`src/rtl/wb_slave_fabric.sv`:
```
// Wishbone-classic address decoder and router from one master to NUM_SLAVES slaves,
// with a per-request timeout and a sticky fault-status capture.
module wb_slave_fabric #(
    parameter int                        NUM_SLAVES   = 4,
    parameter int                        AW           = 32,
    parameter int                        DW           = 32,
    parameter logic [NUM_SLAVES*AW-1:0]  SLAVE_BASE   = {32'h0360_0000, 32'h0350_0000,
                                                         32'h0340_0000, 32'h0330_0000},
    parameter logic [NUM_SLAVES*AW-1:0]  SLAVE_MASK   = {4{32'hFFFF_0000}},
    parameter int                        TIMEOUT      = 255,
    parameter logic [DW-1:0]             DEFAULT_DATA = 32'hBADA_CCE5,
    parameter bit                        ERR_MODE     = 1'b0
) (
    input  logic                     sys_clk,
    input  logic                     reset,
    input  logic [AW-1:0]            m_adr,
    input  logic [DW-1:0]            m_dat_w,
    input  logic [DW/8-1:0]          m_sel,
    input  logic                     m_we,
    input  logic                     m_cyc,
    input  logic                     m_stb,
    output logic [DW-1:0]            m_dat_r,
    output logic                     m_ack,
    output logic                     m_err,
    output logic [AW-1:0]            s_adr,
    output logic [DW-1:0]            s_dat_w,
    output logic [DW/8-1:0]          s_sel,
    output logic                     s_we,
    output logic [NUM_SLAVES-1:0]    s_stb,
    input  logic [NUM_SLAVES*DW-1:0] s_dat_r,
    input  logic [NUM_SLAVES-1:0]    s_ack,
    input  logic                     flt_clr,
    output logic                     flt_valid,
    output logic [AW-1:0]            flt_adr,
    output logic                     flt_tmo,
    output logic [1:0]               dbg_state
);
    localparam int SW = (NUM_SLAVES > 1) ? $clog2(NUM_SLAVES) : 1;
    localparam int CW = $clog2(TIMEOUT + 1);

    localparam logic [1:0] ST_IDLE = 2'd0;
    localparam logic [1:0] ST_REQ  = 2'd1;
    localparam logic [1:0] ST_RESP = 2'd2;

    logic [1:0]      state_q, state_d;
    logic [SW-1:0]   sel_q, sel_d;
    logic [CW-1:0]   cnt_q, cnt_d;
    logic [AW-1:0]   adr_q, adr_d;
    logic [DW-1:0]   dat_w_q, dat_w_d;
    logic [DW/8-1:0] bsel_q, bsel_d;
    logic            we_q, we_d;
    logic [DW-1:0]   dat_r_q, dat_r_d;
    logic            fault_q, fault_d;
    logic            flt_valid_q, flt_valid_d;
    logic [AW-1:0]   flt_adr_q, flt_adr_d;
    logic            flt_tmo_q, flt_tmo_d;

    logic            hit;
    logic [SW-1:0]   hit_idx;
    logic            fault_evt;
    logic            fault_tmo;
    logic [AW-1:0]   fault_adr;

    // Scan from the top index down so the lowest matching window is the last to win.
    always_comb begin
        hit     = 1'b0;
        hit_idx = '0;
        for (int k = NUM_SLAVES - 1; k >= 0; k--) begin
            if ((m_adr & SLAVE_MASK[k*AW +: AW]) == SLAVE_BASE[k*AW +: AW]) begin
                hit     = 1'b1;
                hit_idx = SW'(k);
            end
        end
    end

    always_comb begin
        state_d   = state_q;
        sel_d     = sel_q;
        cnt_d     = cnt_q;
        adr_d     = adr_q;
        dat_w_d   = dat_w_q;
        bsel_d    = bsel_q;
        we_d      = we_q;
        dat_r_d   = dat_r_q;
        fault_d   = fault_q;
        fault_evt = 1'b0;
        fault_tmo = 1'b0;
        fault_adr = adr_q;
        case (state_q)
            ST_IDLE: begin
                if (m_cyc && m_stb) begin
                    adr_d   = m_adr;
                    dat_w_d = m_dat_w;
                    bsel_d  = m_sel;
                    we_d    = m_we;
                    cnt_d   = '0;
                    if (hit) begin
                        sel_d   = hit_idx;
                        fault_d = 1'b0;
                        state_d = ST_REQ;
                    end else begin
                        fault_d   = 1'b1;
                        dat_r_d   = DEFAULT_DATA;
                        fault_evt = 1'b1;
                        fault_adr = m_adr;
                        state_d   = ST_RESP;
                    end
                end
            end
            ST_REQ: begin
                if (!m_cyc) begin
                    state_d = ST_IDLE;
                end else if (s_ack[sel_q]) begin
                    if (!we_q) begin
                        dat_r_d = s_dat_r[sel_q*DW +: DW];
                    end
                    fault_d = 1'b0;
                    state_d = ST_RESP;
                end else if (cnt_q == CW'(TIMEOUT - 1)) begin
                    fault_d   = 1'b1;
                    dat_r_d   = DEFAULT_DATA;
                    fault_evt = 1'b1;
                    fault_tmo = 1'b1;
                    state_d   = ST_RESP;
                end else begin
                    cnt_d = cnt_q + CW'(1);
                end
            end
            default: begin
                state_d = ST_IDLE;
            end
        endcase
    end

    // A fault coinciding with a clear is captured rather than dropped.
    always_comb begin
        flt_valid_d = flt_valid_q;
        flt_adr_d   = flt_adr_q;
        flt_tmo_d   = flt_tmo_q;
        if (fault_evt && (!flt_valid_q || flt_clr)) begin
            flt_valid_d = 1'b1;
            flt_adr_d   = fault_adr;
            flt_tmo_d   = fault_tmo;
        end else if (flt_clr) begin
            flt_valid_d = 1'b0;
            flt_adr_d   = '0;
            flt_tmo_d   = 1'b0;
        end
    end

    always_ff @(posedge sys_clk) begin
        if (reset) begin
            state_q     <= ST_IDLE;
            sel_q       <= '0;
            cnt_q       <= '0;
            adr_q       <= '0;
            dat_w_q     <= '0;
            bsel_q      <= '0;
            we_q        <= 1'b0;
            dat_r_q     <= '0;
            fault_q     <= 1'b0;
            flt_valid_q <= 1'b0;
            flt_adr_q   <= '0;
            flt_tmo_q   <= 1'b0;
        end else begin
            state_q     <= state_d;
            sel_q       <= sel_d;
            cnt_q       <= cnt_d;
            adr_q       <= adr_d;
            dat_w_q     <= dat_w_d;
            bsel_q      <= bsel_d;
            we_q        <= we_d;
            dat_r_q     <= dat_r_d;
            fault_q     <= fault_d;
            flt_valid_q <= flt_valid_d;
            flt_adr_q   <= flt_adr_d;
            flt_tmo_q   <= flt_tmo_d;
        end
    end

    always_comb begin
        s_stb = '0;
        if (state_q == ST_REQ) begin
            s_stb[sel_q] = 1'b1;
        end
    end

    assign m_ack     = (state_q == ST_RESP) && (!fault_q || !ERR_MODE);
    assign m_err     = (state_q == ST_RESP) && fault_q && ERR_MODE;
    assign m_dat_r   = dat_r_q;
    assign s_adr     = adr_q;
    assign s_dat_w   = dat_w_q;
    assign s_sel     = bsel_q;
    assign s_we      = we_q;
    assign flt_valid = flt_valid_q;
    assign flt_adr   = flt_adr_q;
    assign flt_tmo   = flt_tmo_q;
    assign dbg_state = state_q;

endmodule

```
`config.mk`:
```
export PLATFORM = sky130hd
export DESIGN_NAME = wb_slave_fabric
export DESIGN_NICKNAME = d
export VERILOG_FILES = /design/src/rtl/wb_slave_fabric.sv
export SDC_FILE = /design/constraint.sdc
export NUM_CORES = 1
export LEC_CHECK = 0
export ABC_AREA = 1
export BUFFER_PORTS_ARGS = -buffer_cell sky130_fd_sc_hd__buf_2
export CAP_MARGIN = 20
export CORE_MARGIN = 3
export CORE_UTILIZATION = 42
export DETAILED_ROUTE_END_ITERATION = 7
export GPL_ROUTABILITY_DRIVEN = 0
export GPL_TIMING_DRIVEN = 0
export PLACE_DENSITY = 0.83
export SYNTH_ARGS = -nofsm -noshare
export SYNTH_HDL_FRONTEND = slang
export SYNTH_SLANG_ARGS = --single-unit
export TNS_END_PERCENT = 1
```
`constraint.sdc`:
```
create_clock -name sys_clk -period 1.7 [get_ports sys_clk]
set_input_delay 0.17 -clock sys_clk [delete_from_list [all_inputs] [get_ports sys_clk]]
set_output_delay 0.17 -clock sys_clk [all_outputs]
set_load 0.05 [all_outputs]
```
Yosys cells after proc, flatten, opt, wreduce, memory -nomap -nowiden
Index checks and enable logic that the tools add are counted.

word-level totals
  bits in registers = 147
  input bits = 206
  output and inout bits = 143
  logic and storage cells = 89

operators by class
  add/subtract/negate cells = 1
  magnitude comparators = 2
  equal/unequal tests = 15
  shift operators = 1
  multiplexer cells = 46
  reduce and logical (&&, ||, !) cells = 13

operators by type and width
  kind                                                         number
  two-way mux 32 bit                                           11
  indexed part select 128 x 8 -> 32 bit                        1
  == test 16 x 10 -> 1 bit (second input constant)             4
  one-hot mux 32 bit (2 select lines)                          1
  two-way mux 8 bit                                            4
  two-way mux 2 bit                                            9
  one-hot mux 8 bit (2 select lines)                           1
  two-way mux 1 bit                                            15
  inequality test 2 bit (second input constant)                5
  adder 8 x 1 -> 8 bit (second input constant)                 1
  == test 8 bit (second input constant)                        1
  inequality test 3 bit (second input constant)                2
  AND reduction 6 bit                                          1
  AND reduction 5 bit                                          1
  two-way mux 4 bit                                            1
  inequality test 4 bit (second input constant)                1
  one-hot mux 2 bit (2 select lines)                           1
  AND reduction 2 bit                                          2
  nonzero test 2 bit                                           2
  logical AND 1 bit                                            3
  less-than comparator 2 x 3 -> 1 bit (second input constant)  1
  AND reduction 3 bit                                          1
  binary-select mux 1 bit (select 2 bit)                       1
  demux 1 bit (select 2 bit)                                   1
  other kinds (7)                                              7

Depth between registers and ports, before layout
  depth after elaboration = 10
  gate-level depth with buffers = 12
  mapped depth without buffers = 11

Least setup slack after synthesis
Ideal clock, no wire load.

  path type = reg-to-output
  from = register state_q[0] (netlist: dbg_state[0])
  to = output s_stb[0]
  arrival time = 2.131 ns
  data required time = 1.530 ns
  path slack = -0.601 ns
  cell stages (with the launch flop) = 4
  path buffers = 1
  cells stage by stage = dfxtp_1 > nand2_1 > clkbuf_1 > nor3_1

between the ends
  longest elaborated chain between the ends = 2

RTL lines
  item                    RTL line  RTL
  start, declared         45        logic [1:0] state_q, state_d;
  start signal, assigned  166       state_q <= state_d;
  == test 2 x 1 -> 1 bit  183       if (state_q == ST_REQ) begin
  two-way mux 4 bit       183
  end, declared           29        output logic [NUM_SLAVES-1:0] s_stb,

No other way between the ends.

Worst setup path after layout
  from = register sel_q[1]
  to = register flt_adr_q[2] (netlist: flt_adr[2])

between the ends
  longest elaborated chain between the ends = 7
  elaborated cells on any way between the ends = 8
  those cells by class = 6 x mux; 2 x reduce/logical

RTL lines
  item                                                      RTL line  RTL
  start, declared                                           46        logic [SW-1:0] sel_q, sel_d;
  start signal, assigned                                    167       sel_q <= sel_d;
  binary-select mux 1 bit (select 2 bit) *                  113       end else if (s_ack[sel_q]) begin
  two-way mux 1 bit (not written as such) *                 113
  two-way mux 1 bit *                                       113
  two-way mux 1 bit *                                       111       if (!m_cyc) begin
  one-hot mux 1 bit (2 select lines) *                      89        case (state_q)
  logical AND 1 bit *                                       140       if (fault_evt && (!flt_valid_q || flt_clr)) begin
  two-way mux 32 bit or nonzero test 2 bit (tied branches)  --
  end signal, assigned                                      176       flt_adr_q <= flt_adr_d;
  end, declared                                             55        logic [AW-1:0] flt_adr_q, flt_adr_d;

Every way passes the cells marked *; elsewhere a longest branch is shown, timed or not. The select of a mux whose other input is x is not followed.
A chain may end at the register's enable or synchronous reset.

==> metrics.txt <==
placed instance area=0.00931 mm^2; met2 Resource Use GR=0.515; end-of-flow core utilization=0.649; largest net degree at the start of global routing=17; Routed WL=30,200 um; max cap viols=0; Sink Count=147; WL/cell=17.3 um; total vias in the final route=9,328; worst-case clock buffer depth=2; Async SR Flop Fraction=0; Tcrit/Tclk final=1.11; Power Density=882 mW/mm^2; Reg-to-Reg Start=sel_q[1]; Layout Nets=1,721; fin crit period=1890 ps; Starting DRT DRC Count=718; share of post-route cells with drive strength above 1=0.343; CTS buffer count=17; die area=0.0189 mm^2; element type at the critical path start=register; register bit total from synthesis=147; CP max FO=7; Final Setup Violations=75; first-pass GRT wire length=44,300 um; DRC Markers=0; Seq pwr share=0.391; Final Hold Fails=0; root buffer cell=clkbuf_16; slew margin rel.=0.572; hold path depth=3; P_int=6.39 mW; GRT Util Overall=0.300; R2R Setup Slk=-190 ps; Clock Latency Late Sink=420 ps; CP Class=register to register; worst hold start=m_adr[14]; core area=0.0168 mm^2; reg2reg end=flt_adr[2]; Finished Cell Area=0.0109 mm^2; Clock power frac=0.385; chip height=137 um; syn avg cell area=6.73 um^2; CTS tree=yes; Comb power frac=0.224; GR Layer Usage met3=0.0665; Rows=47; cell depth of the worst flop-to-flop path=13; RSZ-0062 raised after global routing=yes; Clock Skews=11.0 ps; failing checks=negative setup slack; Worst-path clk slew=70 ps; fmax=0.530 GHz; DP Wirelength=21,800 um; total grt overflow=0; syn_nets=1,286; I/O pin count=349; Synth Warn #=0; vias in the first global route=8,654; Critical Path End Type=register; CTS H-tree lvls=4; Pleak=5.53 nW; mapped cell area=0.00726 mm^2; Final ANT Viol Nets=0; Cells after Synth=1,078; Switching Share=0.335; die span in x=137 um; drt pass-1 iters=6; Worst EP required=2050 ps; Min-Delay Path Class=primary input to register; Area Overhead vs Synth=50.0%; total power=9.60 mW; Port Buffers=346; met1 Usage GRT=0.342; EDFF count, synth=0; status=finished with violations; initial antenna violation count=3; Yosys cell types=35; GRT busiest layer=met2; Endpoint, Worst Hold=s_adr[14]; critical path arrival=2230 ps; Final WS setup=-185 ps; maximum VDD drop=0.000685 V; worst slew pin tran=642 ps; Switch Pwr=3.21 mW; Initial Util=0.433; Slew Viols, Final=0; Vias/cell=5.33; Synth Flop Type=dfxtp_1; register area share after synthesis=0.406
## synthesized netlist by cell type (2+ instances only)
cell type,n,area (um^2)
a21oi_1,101,505
a22oi_1,57,428
buf_1,10,37.5
buf_2,5,25.0
buf_4,7,52.6
buf_6,6,67.6
clkbuf_1,51,191
dfxtp_1,147,2940
ha_1,2,25.0
inv_1,93,349
inv_2,6,22.5
nand2_1,233,875
nand3_1,78,390
nand4_1,31,194
nor2_1,151,567
nor2_2,3,18.8
nor2_4,2,22.5
nor3_1,7,35.0
o21ai_0,70,350
xor2_1,3,26.3
## area by class of cell
cell class / count / area, um^2
clock inverter: 14 / 141
clock buffer: 18 / 429
buffer: 79 / 439
fill: 1483 / 5880
multi-input combinational: 752 / 3800
tap: 220 / 275
inverter: 100 / 378
timing repair buffer: 416 / 2450
antenna: 3 / 7.51
sequential: 147 / 2960
## power by group through the flow
| stage | Combinational, mW | Sequential, mW | Clock, mW |
|---|---|---|---|
| floorplan | 0.619 | 4.47 | 0 |
| global placement | 1.91 | 3.82 | 0 |
| detailed placement | 1.93 | 3.82 | 0 |
| CTS | 2.07 | 3.75 | 3.73 |
| global route | 2.30 | 3.77 | 3.88 |
| finish | 2.15 | 3.76 | 3.70 |
## layout by cell type, fill, tap and decap left out, drive strengths merged, types with 32 or more instances in the layout
| cell | synthesis | layout |
|---|---|---|
| buf | 28 | 407 |
| dlygate4sd3 | 0 | 40 |
| nand4 | 32 | 32 |
| nand3 | 79 | 79 |
| a21oi | 103 | 103 |
| inv | 99 | 107 |
| nand2 | 234 | 234 |
| nor2 | 157 | 157 |
| a22oi | 57 | 57 |
| dfxtp | 147 | 147 |
| o21ai | 71 | 71 |
| clkbuf | 51 | 66 |
## what timing repair did
item                                    CTS  global route
gates resized for setup                  59            73
gates cloned                              2             2
hold buffers                             40             0
pin swaps                                22            21
hold endpoints to repair                 40             0
buffers inserted                         18            10
endpoints found under the setup margin  143           134
## flip-flops by register name, summed over array words and instances, names as in the netlist
register	cells
cnt_q	8
s_we	1
s_dat_w	32
flt_tmo	1
dbg_state	2
flt_adr	32
flt_valid	1
s_sel	4
m_dat_r	32
sel_q	2
s_adr	32
## critical path: stages, from the launching register on
cell and delay [ps]:
dfxtp_4 400, buf_6 110, nor2_4 40, nand2_2 50, nand2_2 60, nor2_4 200, buf_12 150, nand4_4 110
a21oi_4 190, buf_12 150, buf_6 100, buf_6 80, nand2_1 50, a21oi_1 120
## cells by family (layout without fill, tap and decap cells)
family          Yosys count  in the layout  share of synthesized area
simple gates            512            512                      0.299
compound gates          234            234                      0.184
buf+inv                 179            627                      0.103
flops                   147            147                      0.406
xor+xnor                  3              3                    0.00362
fa+ha+maj                 2              2                    0.00345
other cells               1              4                   0.000517
## layer usage
| metal | part of all wire | up-vias |
|---|---|---|
| li1 | - | 4431 |
| met1 | 0.36 | 4143 |
| met2 | 0.48 | 634 |
| met3 | 0.10 | 120 |
| met4 | 0.054 | 0 |
| met5 | 0 | - |
## how the worst max path moves through the flow
stage,cells after the start,to,from,slack [ps]
floorplan,11,m_dat_r[0],dbg_state[1],6
global placement,12,flt_adr[17],m_adr[28],-460
detailed placement,7,s_adr[6],dbg_state[1],-490
CTS,13,m_dat_r[3],sel_q[1],-190
global route,12,m_dat_r[5],sel_q[0],-270
finish,13,flt_adr[2],sel_q[1],-190
## metrics by stage
| step | std cells | TNS [ps] | worst slack [ps] | hold slack, ps |
|---|---|---|---|---|
| after floorplan | 1078 | 0 | 5.95 | 305 |
| after global placement | 1644 | -42680 | -465 | 391 |
| final | 1749 | -9390 | -185 | 14.3 |
| after CTS | 1735 | -8630 | -195 | 1.06 |
| after detailed placement | 1644 | -45520 | -492 | 398 |
| after global routing | 1749 | -17870 | -272 | 11.5 |
Note: power is estimated with default switching activity, not from simulation.
